--- src/rtl/pipelined_normalizer.sv ---
// Two-stage pipelined normalizer between the arithmetic core and the rounder.
// Stage 1 registers the operands and their leading-zero count; stage 2 applies
// the shift, adjusts the exponent and derives the zero/denormal flags.
module pipelined_normalizer #(
  parameter int EXP_W             = 10,
  parameter int FRAC_W            = 49,
  parameter bit GRADUAL_UNDERFLOW = 1'b1
) (
  input  logic              clk,
  input  logic              reset,
  input  logic              in_valid,
  output logic              in_ready,
  input  logic              in_normalize,
  input  logic [EXP_W-1:0]  in_exponent,
  input  logic [FRAC_W-1:0] in_fraction,
  output logic              out_valid,
  input  logic              out_ready,
  output logic [EXP_W-1:0]  out_exponent,
  output logic [FRAC_W-1:0] out_fraction,
  output logic              out_zero,
  output logic              out_denormal
);

  localparam int M     = FRAC_W - 1;
  localparam int SH_W  = $clog2(FRAC_W);
  localparam int CMP_W = EXP_W + SH_W;

  logic              s1_valid;
  logic              s1_norm;
  logic [EXP_W-1:0]  s1_exp;
  logic [FRAC_W-1:0] s1_frac;
  logic [SH_W-1:0]   s1_lz;
  logic [SH_W-1:0]   lz;

  logic              out_advance;
  logic              s1_advance;

  logic [EXP_W-1:0]  n_exp;
  logic [FRAC_W-1:0] n_frac;
  logic              n_zero;
  logic              n_den;
  logic [SH_W-1:0]   shift;
  logic [EXP_W-1:0]  lim;

  // Each stage advances when its successor is empty or draining; bubbles collapse.
  assign out_advance = !out_valid || out_ready;
  assign s1_advance  = s1_valid && out_advance;
  assign in_ready    = !s1_valid || s1_advance;

  // Leading zeros below the overflow bit; the highest set bit wins the scan.
  always_comb begin
    lz = SH_W'(M);
    for (int unsigned i = 0; i < M; i++) begin
      if (in_fraction[i]) lz = SH_W'(M - 1 - i);
    end
  end

  // Stage 1 register: operands plus leading-zero count.
  always_ff @(posedge clk or posedge reset) begin
    if (reset) begin
      s1_valid <= 1'b0;
      s1_norm  <= 1'b0;
      s1_exp   <= '0;
      s1_frac  <= '0;
      s1_lz    <= '0;
    end else if (in_ready) begin
      s1_valid <= in_valid;
      if (in_valid) begin
        s1_norm <= in_normalize;
        s1_exp  <= in_exponent;
        s1_frac <= in_fraction;
        s1_lz   <= lz;
      end
    end
  end

  // Stage 2 datapath: case selection in priority order, shift and flags.
  always_comb begin
    n_exp  = s1_exp;
    n_frac = s1_frac;
    n_zero = 1'b0;
    n_den  = 1'b0;
    shift  = s1_lz;
    lim    = s1_exp - EXP_W'(1);
    if (!s1_norm) begin
      n_zero = (s1_frac == '0);
    end else if (s1_frac == '0) begin
      n_exp  = '0;
      n_zero = 1'b1;
    end else if (s1_frac[M]) begin
      n_frac = {1'b0, s1_frac[M:2], s1_frac[1] | s1_frac[0]};
      n_exp  = s1_exp + EXP_W'(1);
    end else if (!s1_frac[M-1]) begin
      // Clamp keeps the exponent at or above 1; a clamped shift leaves a denormal.
      if (GRADUAL_UNDERFLOW) begin
        if ($signed(s1_exp) <= $signed(EXP_W'(1))) shift = '0;
        else if (CMP_W'(lim) < CMP_W'(s1_lz)) shift = SH_W'(lim);
      end
      n_frac = s1_frac << shift;
      n_exp  = s1_exp - EXP_W'(shift);
      n_den  = (shift < s1_lz);
    end
  end

  // Output register: holds while stalled by downstream.
  always_ff @(posedge clk or posedge reset) begin
    if (reset) begin
      out_valid    <= 1'b0;
      out_exponent <= '0;
      out_fraction <= '0;
      out_zero     <= 1'b0;
      out_denormal <= 1'b0;
    end else if (out_advance) begin
      out_valid <= s1_valid;
      if (s1_valid) begin
        out_exponent <= n_exp;
        out_fraction <= n_frac;
        out_zero     <= n_zero;
        out_denormal <= n_den;
      end
    end
  end

endmodule

--- config.mk ---
export PLATFORM = sky130hd
export DESIGN_NAME = pipelined_normalizer
export DESIGN_NICKNAME = d
export VERILOG_FILES = /design/src/rtl/pipelined_normalizer.sv
export SDC_FILE = /design/constraint.sdc
export NUM_CORES = 1
export LEC_CHECK = 0
export BUFFER_PORTS_ARGS = -buffer_cell sky130_fd_sc_hd__buf_2
export CAP_MARGIN = 20
export CELL_PAD_IN_SITES_DETAIL_PLACEMENT = 1
export CELL_PAD_IN_SITES_GLOBAL_PLACEMENT = 2
export CORE_MARGIN = 5
export CORE_UTILIZATION = 36
export CTS_BUF_LIST = sky130_fd_sc_hd__clkbuf_16
export DETAILED_ROUTE_END_ITERATION = 10
export PLACE_DENSITY = 0.92
export SLEW_MARGIN = 20
export SYNTH_ARGS = -nofsm -noshare
export SYNTH_HDL_FRONTEND = slang
export SYNTH_SLANG_ARGS = --single-unit
--- constraint.sdc ---
create_clock -name clk -period 7.15 [get_ports clk]
set_clock_uncertainty 0.2 [all_clocks]
set_input_delay 2.145 -clock clk [delete_from_list [all_inputs] [get_ports clk]]
set_output_delay 2.145 -clock clk [all_outputs]
set_load 0.05 [all_outputs]
; Yosys cells after proc, flatten, opt, wreduce, memory -nomap -nowiden
; Index checks and enable logic that the tools add are counted.
; W data, S select, Z words.
[totals]
register_bits = 129
inputBits = 64
out_inout_bits = 63
[op_classes]
add_sub_neg = 3
order_cmp = 3
n_shift = 1
mux = 68
bitwise = 1
reduce_logical = 8
[op_table]
columns = op, n
row1 = $mux W6, 53
row2 = $mux W49, 4
row3 = $logic_not A49 Y1, 1
row4 = $shl A49 B6 Y49, 1
row5 = $mux W10, 4
row6 = $add A10 B1 Y10 const B, 1
row7 = $le A10 B2 Y1 const B, 1
row8 = $lt A10 B6 Y1, 1
row9 = $sub A10 B1 Y10 const B, 1
row10 = $sub A10 B6 Y10, 1
row11 = $lt A6 B6 Y1, 1
row12 = $mux W1, 6
row13 = $mux W5, 1
row14 = $reduce_and A2 Y1, 2
row15 = $logic_not A1 Y1, 2
row16 = $logic_or A1 B1 Y1, 2
row17 = $logic_and A1 B1 Y1, 1
row18 = $or A1 B1 Y1, 1

; Depth between registers and ports, before layout
[depth]
ltp_word = 48
depth_mapped = 26

; Least setup slack after synthesis
; OpenSTA, ideal clock, no wires.
[synth_timing]
path_type = register to register
from = reg s1_exp[0]
to = reg out_exponent[7]
setup_ps = 83
arrival_time_ps = 5111
t_required_ps = 6867
setup_slack_ps = 1756
stages_incl_launch_ff = 24
n_path_buf = 4
period_less_slack_ps = 5394
cell_sequence = dfrtp_1 -> buf_2 -> inv_1 -> ha_1 -> nand2_1 -> xnor2_1 -> ha_1 -> a21o_1 -> a2111oi_2 -> o21ai_1 -> or3_1 -> o211ai_2 -> buf_4 -> buf_2 -> buf_2 -> ha_1 -> a21o_1 -> a21o_1 -> a21o_1 -> a2111o_1 -> a21oi_1 -> o21ai_0 -> xor2_1 -> o21ai_0
[synth_via]
elab_chain_cells = 13
[synth_rtl]
columns = element, line_no
row1 = from (decl), 30  ; logic [EXP_W-1:0] s1_exp;
row2 = from (signal assigned), 70  ; s1_exp <= in_exponent;
row3 = $sub A10 B1 Y10, 84  ; lim = s1_exp - EXP_W'(1);
row4 = $lt A10 B6 Y1, 97  ; else if (CMP_W'(lim) < CMP_W'(s1_lz)) shift = SH_W'(lim);
row5 = $mux W6, 97
row6 = $mux W6, 96  ; if ($signed(s1_exp) <= $signed(EXP_W'(1))) shift = '0;
row7 = $mux W6, 93  ; end else if (!s1_frac[M-1]) begin
row8 = $mux W6, 90  ; end else if (s1_frac[M]) begin
row9 = $mux W6, 87  ; end else if (s1_frac == '0) begin
row10 = $mux W6, 85  ; if (!s1_norm) begin
row11 = $sub A10 B6 Y10, 100  ; n_exp = s1_exp - EXP_W'(shift);
row12 = $mux W10, 93
row13 = $mux W10 (*), 90
row14 = $mux W10 (*), 87
row15 = $mux W10 (*), 85
row16 = to (signal assigned), 116  ; out_exponent <= n_exp;
row17 = to (decl), 18  ; output logic [EXP_W-1:0] out_exponent,
; Every way passes the cells marked *; elsewhere a longest branch is shown, timed or not. The select of a mux whose other input is x is not followed.
; A chain may end at the register's enable or synchronous reset.

; Worst setup path after layout
; Ends and elaborated chain as after synthesis.

==> key figures <==
Synthesis
  • Netlist cell types: a little over 80
  • Mapped Avg Cell Area: roughly 8.4 µm²
  • Post-synthesis instance area: 10900 µm²
  • Syn Inst Count: 1293
  • EDFF count, synth: 0
  • Most used DFF post-synth: dfrtp_1
  • Sequential share of the synthesized area: ~30%
  • Yosys warning count: 0
  • Syn nets: around 1400
  • Post-synthesis register bit count: 129
  • Share of synthesized flip-flops with an asynchronous set or reset: between 90% and 100%

Global routing
  • Pin count of the biggest net entering global routing: 82
  • Initial antenna violation count: 1
  • Total global routing overflow: 0
  • Vias in the first global route: about 12000
  • GRT Total Usage: around 29%
  • First-pass GRT wire length: roughly 76000 µm

Floorplanning
  • Ports: between 100 and 150
  • Initial core utilization: between 30% and 40%
  • Die width: roughly 180 µm
  • Core Rows: 63
  • Die area: ~34000 µm²
  • Core area: about 30000 µm²
  • Height of the die: between 150 and 200 µm

Final layout
  • Filler Cell Count: 3584
  • Nets: about 1500
  • Commonest non-fill, non-tap cell in the layout: nand2_1
  • Ratio of cells with drive above 1 in the final layout: a little over a fifth
  • Area Overhead vs Synth: 14.0%
  • Most frequent cells in the layout: 147 x nand2_1, 129 x dfrtp_1, 126 x buf_2

Pwr
  • Pwr/cell area: around 310 nW/µm²
  • VDD IR-drop max: roughly 0.19 mV
  • Leak Pwr: 5.51 nW

Timing
  • Min Hold Slack: 280 ps
  • Slew Viols, Final: 0
  • RSZ-0062 raised after global routing: no
  • Period utilization: 87.9%
  • Final Hold Fails: 0
  • Worst slew pin tran: 1130 ps
  • Rel. slew slack: 24.3%
  • Setup TNS Final: 0 ps
  • Fmax achieved: between 150 and 200 MHz
  • Tmin final: 6280 ps
  • Final setup viols: 0

Placed design
  • Port buffer count: 126
  • GP Congestion: 1.06
  • HPWL after detailed placement: 36900 µm

Route
  • Post-route ant nets: 0
  • Detailed Route WL: 50400 µm
  • Residual DRC count: 0
  • Initial DRC count: 1272
  • WL/cell: 28.5 µm
  • TritonRoute pass-1 iters: 6
  • Via count: about 12000
  • Via density: between 6 and 7

Clocking
  • PostCTS Resize Cnt: 0
  • CTS tree: built
  • Total clock sinks: 129
  • H-tree levels: 4
  • Post-CTS setup buffer count: 0
  • Clk buf depth: 2
  • CTS root buffer: clkbuf_16
  • Reg clk slew, reported paths: ~60 ps
  • CTS Hold Buffers Added: 0
  • Num CTS Buffers: 17
  • Worst-Skew Late Latency: around 430 ps

Critical path
  • Crit Path Class: flip-flop to flip-flop
  • CP arrival: roughly 6400 ps
  • Max FO, Critical Path: 50
  • Setup crit start kind: flip-flop
  • CP required: 7300 ps
  • CP Capture Type: flip-flop

Outcome
  • Status: finished clean

Run
  • # Max-Cap Violations: 0

Worst hold path
  • Class of the worst hold path: flip-flop to flip-flop
final cells by class:
cell class,count,area [µm²],area share [%]
multi-input combinational,1032,7070,57.2
sequential,129,3230,26.1
timing repair buffer,157,863,6.98
tap,390,488,3.95
clock buffer,17,425,3.44
clock inverter,15,168,1.36
inverter,31,119,0.961
antenna,1,2.50,0.0202
registers in the layout, summed over array words and instances (netlist names):
signal,count
out_fraction,49
s1_frac,49
out_exponent,10
s1_exp,10
s1_lz,6
out_denormal,1
out_valid,1
out_zero,1
s1_norm,1
s1_valid,1
cell usage after synthesis, types with 11 or more instances:
cell	number	area share, %
dfrtp_1	129	30
o22ai_1	17	0.98
nor2_1	85	2.9
clkbuf_1	58	2.0
o211ai_1	22	1.5
a22oi_1	15	1.0
buf_2	24	1.1
o31ai_1	16	1.1
and3_1	21	1.2
nor4_1	22	1.3
inv_1	28	0.97
nor3_1	15	0.69
mux2_2	69	7.2
nand3_1	31	1.4
o21a_1	11	0.76
o21ai_0	98	4.5
a31oi_1	13	0.75
or3_1	15	0.86
a221oi_1	33	2.7
nand2_1	150	5.2
a21o_1	12	0.83
a21oi_1	98	4.5
ha_1	19	2.2
a211oi_1	16	1.1
mux2i_1	102	9.4
routing by layer:
| layer | share of wire [%] | up-vias | GRT usage, % | wire length (µm) |
|---|---|---|---|---|
| met5 | 0.040 | - | 0 | 20 |
| met4 | 4.7 | 2 | 12.4 | 2390 |
| met1 | 42 | 5927 | 40.6 | 21100 |
| met2 | 44 | 693 | 44.5 | 22000 |
| met3 | 9.9 | 147 | 6.15 | 4990 |
| li1 | - | 5049 | - | - |
final timing paths:
kind                                        startpoint                     endpoint  slack (ps)  cells past startpoint
setup / recovery                 s1_exp[0]$_DFFE_PP0P_  out_exponent[7]$_DFFE_PP0P_         870                     20
hold / removal             out_exponent[8]$_DFFE_PP0P_  out_exponent[8]$_DFFE_PP0P_         280                      2
setup reg to reg                 s1_exp[0]$_DFFE_PP0P_  out_exponent[7]$_DFFE_PP0P_         870                     20
hold reg to reg            out_exponent[8]$_DFFE_PP0P_  out_exponent[8]$_DFFE_PP0P_         280                      2
max in group asynchronous                        reset  out_exponent[1]$_DFFE_PP0P_        4110                      3
min in group asynchronous                        reset       s1_frac[9]$_DFFE_PP0P_        1620                      2
where the power goes:
| part | leakage [nW] | switching (mW) | internal (mW) | total (mW) |
|---|---|---|---|---|
| logic | 3.69 | 1.24 | 0.547 | 1.79 |
| registers | 1.54 | 0.270 | 0.881 | 1.15 |
| clock network | 0.282 | 0.361 | 0.545 | 0.905 |
| total | 5.51 | 1.87 | 1.97 | 3.85 |
metrics by stage:
stage	instance area, µm²	util, %	cells	worst slack [ps]	power [mW]
2_1_floorplan	10900	-	1293	1360	2.26
3_3_place_gp	11800	39.6	1739	1240	2.87
3_5_place_dp	11800	39.6	1739	1010	2.89
4_1_cts	12400	41.6	1771	932	3.81
5_1_grt	12400	41.6	1771	571	3.99
6_report	12400	41.6	1772	867	3.85
cells by family (layout without fill, tap and decap cells):
kind of cell               after synthesis  count (layout)  synth area share, %
AOI/OAI and AO/OA                      447             447                 28.1
and+or+nand+nor                        375             375                 16.0
muxes                                  175             175                 17.2
buffers and inverters                  132             220                 5.36
DFF                                    129             129                 29.8
adders and majority gates               20              20                 2.38
xor gates and xnor gates                15              15                 1.21
other                                    0               1                    0
worst max-delay path, stage by stage, from the launching register on:
cell	delay (ps)
dfrtp_1	530
inv_1	210
ha_1	330
nand2_1	110
xnor2_1	210
ha_1	280
a21o_1	170
a2111oi_2	500
o21a_1	360
a211oi_4	160
nor2_8	810
ha_1	390
a21o_1	160
a21o_1	200
a21o_1	180
a21o_1	210
a2111o_1	410
a21oi_1	200
o21ai_0	160
xor2_1	180
o21ai_0	160
Power figures use the tool's default switching activity.
